==> config.mk <==
export PLATFORM = sky130hd
export DESIGN_NAME = add_mul_seq
export DESIGN_NICKNAME = d
export VERILOG_FILES = /design/src/rtl/add_mul_seq_pkg.sv /design/src/rtl/add_mul_seq_add.sv /design/src/rtl/add_mul_seq.sv
export SDC_FILE = /design/constraint.sdc
export NUM_CORES = 1
export LEC_CHECK = 0
export CAP_MARGIN = 20
export CORE_ASPECT_RATIO = 1.75
export CORE_MARGIN = 1.5
export CORE_UTILIZATION = 53
export CTS_CLUSTER_DIAMETER = 60
export DETAILED_ROUTE_END_ITERATION = 6
export GPL_TIMING_DRIVEN = 0
export PLACE_DENSITY = 0.81
export SYNTH_ARGS = -nofsm -noshare
export SYNTH_HDL_FRONTEND = slang
export SYNTH_SLANG_ARGS = --single-unit
==> constraint.sdc <==
create_clock -name clk -period 15.4 [get_ports clk]
set_input_delay 1.54 -clock clk [delete_from_list [all_inputs] [get_ports clk]]
set_output_delay 1.54 -clock clk [all_outputs]
set_load 0.01 [all_outputs]
==> src/rtl/add_mul_seq_pkg.sv <==
// Shared definitions for the EX-stage multiply sequencer.
package add_mul_seq_pkg;

    localparam int unsigned XLEN = 32;

    // RV32M funct3 encodings used by the decoder
    localparam logic [2:0] F3_MUL    = 3'b000;
    localparam logic [2:0] F3_MULH   = 3'b001;
    localparam logic [2:0] F3_MULHSU = 3'b010;
    localparam logic [2:0] F3_MULHU  = 3'b011;
    localparam logic [2:0] F3_DIV    = 3'b100;
    localparam logic [2:0] F3_DIVU   = 3'b101;
    localparam logic [2:0] F3_REM    = 3'b110;
    localparam logic [2:0] F3_REMU   = 3'b111;

endpackage

==> src/rtl/add_mul_seq_add.sv <==
// N-bit ripple-carry adder without carry-out; the shared arithmetic element.
module add #(
    parameter int unsigned N = 32
) (
    input  logic [N-1:0] a,
    input  logic [N-1:0] b,
    output logic [N-1:0] sum
);

    // Ripple the carry from LSB to MSB; the final carry is discarded
    always_comb begin
        logic carry;
        carry = 1'b0;
        sum   = '0;
        for (int i = 0; i < int'(N); i++) begin
            sum[i] = a[i] ^ b[i] ^ carry;
            carry  = (a[i] & b[i]) | (carry & (a[i] ^ b[i]));
        end
    end

endmodule

==> src/rtl/add_mul_seq.sv <==
// Iterative shift-and-add unsigned multiplier, one adder pass per cycle.
module add_mul_seq
    import add_mul_seq_pkg::*;
#(
    parameter int unsigned N = XLEN
) (
    input  logic           clk,
    input  logic           rst_n,
    input  logic           start,
    input  logic           flush,
    input  logic [N-1:0]   op_a,
    input  logic [N-1:0]   op_b,
    output logic           busy,
    output logic           done,
    output logic [2*N-1:0] product
);

    localparam int unsigned CW = $clog2(N);

    typedef enum logic {
        IDLE = 1'b0,
        RUN  = 1'b1
    } state_e;

    state_e           state_q, state_d;
    logic [CW-1:0]    count_q, count_d;
    logic [N-1:0]     mcand_q, mcand_d;
    logic [N-1:0]     acc_q, acc_d;
    logic [N-1:0]     mq_q, mq_d;
    logic             busy_q, busy_d;
    logic             done_q, done_d;
    logic [2*N-1:0]   product_q, product_d;

    logic [N:0]       add_a, add_b, sum;

    // Partial-product accumulate: acc plus multiplicand when the multiplier LSB is set
    assign add_a = {1'b0, acc_q};
    assign add_b = mq_q[0] ? {1'b0, mcand_q} : '0;

    add #(.N(N + 1)) u_add (
        .a   (add_a),
        .b   (add_b),
        .sum (sum)
    );

    // State and datapath registers
    always_ff @(posedge clk or negedge rst_n) begin
        if (!rst_n) begin
            state_q   <= IDLE;
            count_q   <= '0;
            mcand_q   <= '0;
            acc_q     <= '0;
            mq_q      <= '0;
            busy_q    <= 1'b0;
            done_q    <= 1'b0;
            product_q <= '0;
        end else begin
            state_q   <= state_d;
            count_q   <= count_d;
            mcand_q   <= mcand_d;
            acc_q     <= acc_d;
            mq_q      <= mq_d;
            busy_q    <= busy_d;
            done_q    <= done_d;
            product_q <= product_d;
        end
    end

    // Next-state, iteration step and result capture
    always_comb begin
        state_d   = state_q;
        count_d   = count_q;
        mcand_d   = mcand_q;
        acc_d     = acc_q;
        mq_d      = mq_q;
        busy_d    = busy_q;
        done_d    = 1'b0;
        product_d = product_q;

        case (state_q)
            IDLE: begin
                if (start && !flush) begin
                    state_d = RUN;
                    mcand_d = op_a;
                    acc_d   = '0;
                    mq_d    = op_b;
                    count_d = CW'(N - 1);
                    busy_d  = 1'b1;
                end
            end
            RUN: begin
                if (flush) begin
                    state_d = IDLE;
                    busy_d  = 1'b0;
                end else begin
                    // {acc,mq} takes {sum, mq>>1}: the LSB of the 2N+1 bit word is dropped
                    acc_d   = sum[N:1];
                    mq_d    = {sum[0], mq_q[N-1:1]};
                    count_d = count_q - CW'(1);
                    if (count_q == '0) begin
                        state_d   = IDLE;
                        busy_d    = 1'b0;
                        done_d    = 1'b1;
                        product_d = {sum, mq_q[N-1:1]};
                    end
                end
            end
            default: begin
                state_d = IDLE;
                busy_d  = 1'b0;
            end
        endcase
    end

    assign busy    = busy_q;
    assign done    = done_q;
    assign product = product_q;

endmodule

==> results of run 1 <==
==> cells by family after synthesis <==
group                    count (synthesis)  share of synthesized area [%]
AO/OA/AOI/OAI                          141                          10.42
adder cells (fa/ha/maj)                 34                          8.881
buffers and inverters                   77                          4.339
flip-flops                             168                          56.73
multiplexers                            96                          15.41
AND/OR/NAND/NOR                         76                          4.221
==> cells in the mapped netlist (2+ instances only) <==
cell type / number
a21o_1: 2
a21oi_1: 2
buf_1: 6
buf_2: 2
buf_6: 4
clkbuf_1: 29
dfrtp_1: 168
fa_1: 31
ha_1: 3
inv_1: 36
mux2_2: 37
mux2_4: 27
mux2i_1: 32
nand2_1: 65
o21ai_0: 99
o21bai_1: 2
o22ai_1: 31
==> routing by layer <==
metal  vias up  global-route usage, %
met5         -                      0
met4         0                  10.63
met3        32                  3.868
met2       158                  44.75
met1      2660                  28.11
li1       2330                      -
==> placed cells by master (no fill, tap or decap), types with 3 or more instances in the layout <==
cell type,count
clkinv_4,4
fa_1,31
buf_1,6
clkbuf_16,17
buf_6,4
nand2_1,65
bufinv_16,3
mux2_2,37
o21ai_0,99
mux2_4,27
ha_1,3
inv_1,36
clkbuf_1,29
dfrtp_1,168
o22ai_1,31
inv_6,4
mux2i_1,32
clkdlybuf4s50_1,132
==> stage by stage <==
stage	hold WS [ns]	util, %
after floorplan	0.4563	-
after global placement	0.4698	65.12
after detailed placement	0.4765	65.36
after CTS	0.4916	69.88
after global routing	0.5249	69.88
final	0.4850	69.88
==> worst min-delay path: stages (launching register included) <==
cell and delay, ns:
dfrtp_1 0.34, nand2_1 0.05, o21ai_0 0.06
==> final timing paths <==
| check | start | endpoint | slack (ns) | cells after the start |
|---|---|---|---|---|
| setup reg to reg | mq_q[0]$_DFFE_PN0P_ | acc_q[30]$_DFFE_PN0P_ | 0.61 | 35 |
| hold / removal | acc_q[0]$_DFFE_PN0P_ | acc_q[0]$_DFFE_PN0P_ | 0.49 | 2 |
| min in group asynchronous | rst_n | mq_q[9]$_DFFE_PN0P_ | 1.07 | 1 |
| setup / recovery | mq_q[0]$_DFFE_PN0P_ | acc_q[30]$_DFFE_PN0P_ | 0.61 | 35 |
| hold reg to reg | acc_q[0]$_DFFE_PN0P_ | acc_q[0]$_DFFE_PN0P_ | 0.49 | 2 |
| max in group asynchronous | rst_n | product[33]$_DFFE_PN0P_ | 13.45 | 2 |
==> sequential cells by signal, indices dropped and copies added (netlist names) <==
signal   count
product     64
count_q      5
state_q      1
acc_q       32
done         1
mcand_q     32
busy         1
mq_q        32
==> layout make-up <==
class / instances / area (um2)
Clock inverter: 14 / 183.9
Tap cell: 177 / 221.5
Multi-Input combinational cell: 347 / 2885
Inverter: 36 / 135.1
Timing Repair Buffer: 134 / 1364
Clock buffer: 18 / 439.2
Buffer: 41 / 186.4
Fill cell: 973 / 4145
Sequential cell: 168 / 4204
==> power groups by stage <==
stage | clock [mW] | combinational (mW) | sequential [mW]
final | 0.448 | 0.218 | 0.540
after global routing | 0.472 | 0.249 | 0.547
after CTS | 0.456 | 0.221 | 0.540
after detailed placement | 0 | 0.217 | 0.548
after global placement | 0 | 0.201 | 0.544
after floorplan | 0 | 0.145 | 0.536
==> run metrics, run 1 <==
Comb pwr share=18.1%; first-pass GRT wire length=28.52 mm; Setup CP Type=flop to flop; DRT Pass-1 Iters=4; leakage power=4.127 nW; Tot Pwr=1.206 mW; hold buffers post-CTS=0; CTS Sinks=168; fin crit period=14.79 ns; final wirelength=16.98 mm; CP required=15.67 ns; clock share of power=37.1%; syn_area_per_cell=12.52 um2; worst min path class=flop to flop; # IOs=134; total track usage=24.65%; critical path capture point type=flop; maximum buffer depth of the clock tree=2; final setup vio count=0; routed length on met1=6.335 mm; RSZ-0062 raised after global routing=no; DP Area=0.008996 mm2; pwr dens=125.4 mW/mm2; routability cong.=0.8477; Clk pin slew, worst setup/hold paths=0.06 ns; CTS root buf=clkbuf_16; Routed Antenna Nets=0; PostCTS Resize Cnt=0; Synth warnings=0; CP max stage delay=0.53 ns; Place WS=0.6478 ns; ys async rst share=100.0%; die width=92.39 um; slowest cell on the critical path=fa_1; synthesis-to-layout area growth=29.80%; Switch Pwr=0.3406 mW; starting density of the core=53.84%; main area contributors after synthesis=dfrtp_1 (57%), fa_1 (8.4%), o21ai_0 (6.7%), mux2_2 (5.6%), mux2_4 (5.5%); Syn Inst Count=592; H-tree depth=4; final setup TNS=0 ns; Antenna Cells=0; Max Used Layer=met4; design area=0.009619 mm2; DRC viols=0; Pint=0.8654 mW; TritonCTS Buffers=17; Post-CTS Setup Bufs=0; Placed Cells=903; Seq/Total Area, Yosys=56.73%; top cell type by total area after synthesis=dfrtp_1; nets@finish=847; Die Area=0.01473 mm2; f_max=0.06759 GHz; chip height=159.4 um; HPWL after DPL=12.31 mm; Cell Rows=57; post-route clock period utilization=96.07%; Worst slew margin=50.89%; worst-margin pin slew=0.7367 ns; CP most frequent cell=fa_1; synth unique cells=33; post-synth top area share=56.73%; number of buffers and inverters on the critical path=2; largest net degree at the start of global routing=95; Max Transition Viols Final=0; switching share of total power=28.24%; Seq cells post-synth=168; grt ovf=0; Port Buffers=133; initial DRC count=239; routed wl met3=640 um; worst-path fanout max=10; status=completed; Clk Latency, worst-skew pair=0.42 ns; clock skew=0.01489 ns; met2 wire len=9.485 mm; synthesized area=0.007411 mm2; layout cells sized above 1=13.98%; Vias=5180; Routed WL per cell=18.16 um; Hold Vio Cnt, Final=0; core area=0.01376 mm2; CP Launch Type=flop; post-route setup slack=0.6056 ns; VDD IR-drop max=0.09427 mV; Synth Net Count=694; antenna violations before repair=0; CTS tree=built; Reg power frac=44.8%; Top FF cell, synth=dfrtp_1; # Max-Cap Violations=0; vias per cell=5.540; Post-synth EDFFs=0; delay-heaviest family, CP=adder cells; Layout Cells excl Fill=935; crit path DAT=15.06 ns; vias in the first global route=5870
(Power assumes the default switching activity.)
==> inputs of run 2 (changes only) <==
--- a/config.mk
+++ b/config.mk
@@ -8,11 +8,11 @@
 export CAP_MARGIN = 20
 export CORE_ASPECT_RATIO = 1.75
 export CORE_MARGIN = 1.5
-export CORE_UTILIZATION = 53
+export CORE_UTILIZATION = 40
+export CTS_BUF_LIST = sky130_fd_sc_hd__clkbuf_4 sky130_fd_sc_hd__clkbuf_8 sky130_fd_sc_hd__clkbuf_16
 export CTS_CLUSTER_DIAMETER = 60
 export DETAILED_ROUTE_END_ITERATION = 6
 export GPL_TIMING_DRIVEN = 0
-export PLACE_DENSITY = 0.81
 export SYNTH_ARGS = -nofsm -noshare
 export SYNTH_HDL_FRONTEND = slang
 export SYNTH_SLANG_ARGS = --single-unit
==> run 2 against run 1 <==
  * Via count shrank 4.8%
  * Die area grew 32%
  * Core utilization shrank 16 points
  * Design area grew 0.79%
  * Fmax grew 0.56%
  * Clock power is essentially flat
  * Sequential power is essentially flat
  * Critical path depth is the same
  * Critical endpoint unchanged
  * First-iteration DRC count shrank 33%
  * Combinational power shrank 3%
  * Hold slack gained 0.012 ns
  * Critical path type unchanged
==> run metrics, run 2 (synthesis gave the netlist of run 1 again) <==
worst-path fanout max=10 (unchanged); Placed Cells=960 (was 903); post-route setup slack=0.6876 ns (was 0.6056 ns); Clk pin slew, worst setup/hold paths=0.07 ns (was 0.06 ns); crit path DAT=14.99 ns (was 15.06 ns); DP Area=0.009067 mm2 (was 0.008996 mm2); Post-CTS Setup Bufs=0 (unchanged); CP Launch Type=flop (unchanged); design area=0.009696 mm2 (was 0.009619 mm2); Clk Latency, worst-skew pair=0.43 ns (was 0.42 ns); total track usage=18.03% (was 24.65%); final wirelength=16.53 mm (was 16.98 mm); core area=0.01805 mm2 (was 0.01376 mm2); f_max=0.06797 GHz (was 0.06759 GHz); # IOs=134 (unchanged); Antenna Cells=0 (unchanged); Hold Vio Cnt, Final=0 (unchanged); Routed Antenna Nets=0 (unchanged); Max Transition Viols Final=0 (unchanged); vias per cell=4.970 (was 5.540); antenna violations before repair=0 (unchanged); first-pass GRT wire length=27.37 mm (was 28.52 mm); grt ovf=0 (unchanged); Hold Slack=0.4968 ns (was 0.4850 ns); Vias=4930 (was 5180); nets@finish=847 (unchanged); Layout Cells excl Fill=992 (was 935); synthesis-to-layout area growth=30.83% (was 29.80%); Setup CP Type=flop to flop (unchanged); vias in the first global route=5486 (was 5870); RSZ-0062 raised after global routing=no (unchanged); clock skew=0.01471 ns (was 0.01489 ns); worst-margin pin slew=0.7577 ns (was 0.7367 ns); most frequent cells in the layout=dfrtp_1 (168), clkdlybuf4s50_1 (132), o21ai_0 (99) (unchanged); CTS tree=built (unchanged); routability cong.=0.8079 (was 0.8477); CP max stage delay=0.55 ns (was 0.53 ns); CP required=15.68 ns (was 15.67 ns); CTS root buf=clkbuf_16 (unchanged); slowest cell on the critical path=fa_1 (unchanged); # Max-Cap Violations=0 (unchanged); VDD IR-drop max=0.06573 mV (was 0.09427 mV); pwr dens=123.7 mW/mm2 (was 125.4 mW/mm2); CP most frequent cell=fa_1 (unchanged); Cell Rows=65 (was 57); Die Area=0.01938 mm2 (was 0.01473 mm2); Post-Route Utilization=53.70% (was 69.88%); Worst R2R Path Depth=35 (unchanged); HPWL after DPL=12.20 mm (was 12.31 mm); H-tree depth=4 (unchanged); hold buffers post-CTS=0 (unchanged); DRC viols=0 (unchanged); depth of the worst hold-timing path=2 (unchanged); Routed WL per cell=16.67 um (was 18.16 um); initial DRC count=159 (was 239); Place WS=0.6124 ns (was 0.6478 ns); Port Buffers=133 (unchanged); die width=105.9 um (was 92.39 um); starting density of the core=41.05% (was 53.84%); max reg flops=64 (unchanged); PostCTS Resize Cnt=0 (unchanged); layout cells sized above 1=13.98% (unchanged); Tot Pwr=1.200 mW (was 1.206 mW); worst min path class=flop to flop (unchanged); Worst slew margin=49.49% (was 50.89%); final setup vio count=0 (unchanged); largest net degree at the start of global routing=98 (was 95); most common cell after layout, fill and taps aside=dfrtp_1 (unchanged); critical path capture point type=flop (unchanged); leakage power=4.128 nW (was 4.127 nW); fin crit period=14.71 ns (was 14.79 ns); final setup TNS=0 ns (unchanged); CTS Sinks=168 (unchanged); chip height=183.1 um (was 159.4 um); post-route clock period utilization=95.53% (was 96.07%); maximum buffer depth of the clock tree=2 (unchanged); status=completed (unchanged); TritonCTS Buffers=17 (unchanged); DRT Pass-1 Iters=4 (unchanged)
==> run 2: final timing paths <==
path                                       from                       to  slack [ns]
max                         mq_q[0]$_DFFE_PN0P_    acc_q[30]$_DFFE_PN0P_        0.69
min                        acc_q[0]$_DFFE_PN0P_     acc_q[0]$_DFFE_PN0P_        0.50
max reg2reg                 mq_q[0]$_DFFE_PN0P_    acc_q[30]$_DFFE_PN0P_        0.69
min reg2reg                acc_q[0]$_DFFE_PN0P_     acc_q[0]$_DFFE_PN0P_        0.50
max in group asynchronous                 rst_n  product[41]$_DFFE_PN0P_       13.44
min in group asynchronous                 rst_n   product[8]$_DFFE_PN0P_        1.06
==> run 2: where the power goes <==
part | switching (mW) | internal [mW]
logic | 0.116 | 0.0962
registers | 0.0335 | 0.504
clock network | 0.200 | 0.250
==> run 2: worst max-delay path, delay by kind of cell (launching register included) <==
| kind | cells | cell delay (ns) |
|---|---|---|
| DFF | 1 | 0.32 |
| adders and majority gates | 31 | 13.33 |
| and+or+nand+nor | 1 | 0.14 |
| AOI/OAI and AO/OA | 1 | 0.09 |
| buffers and inverters | 2 | 0.69 |
==> run 2: area by class of cell <==
| class | count | area (um2) |
|---|---|---|
| fill | 1648 | 8359 |
| buffer | 41 | 186.4 |
| clock inverter | 15 | 202.7 |
| sequential | 168 | 4204 |
| timing repair buffer | 134 | 1364 |
| multi-input combinational | 347 | 2885 |
| clock buffer | 17 | 425.4 |
| tap | 234 | 292.8 |
| inverter | 36 | 135.1 |
==> run 2: metal layers <==
layer / up-vias / GRT usage, % / wire length [um]
li1: 2335 / - / -
met1: 2477 / 20.88 / 6646
met5: - / 0 / 0
met4: 0 / 5.027 / 148
met2: 107 / 33.97 / 9216
met3: 11 / 2.878 / 522
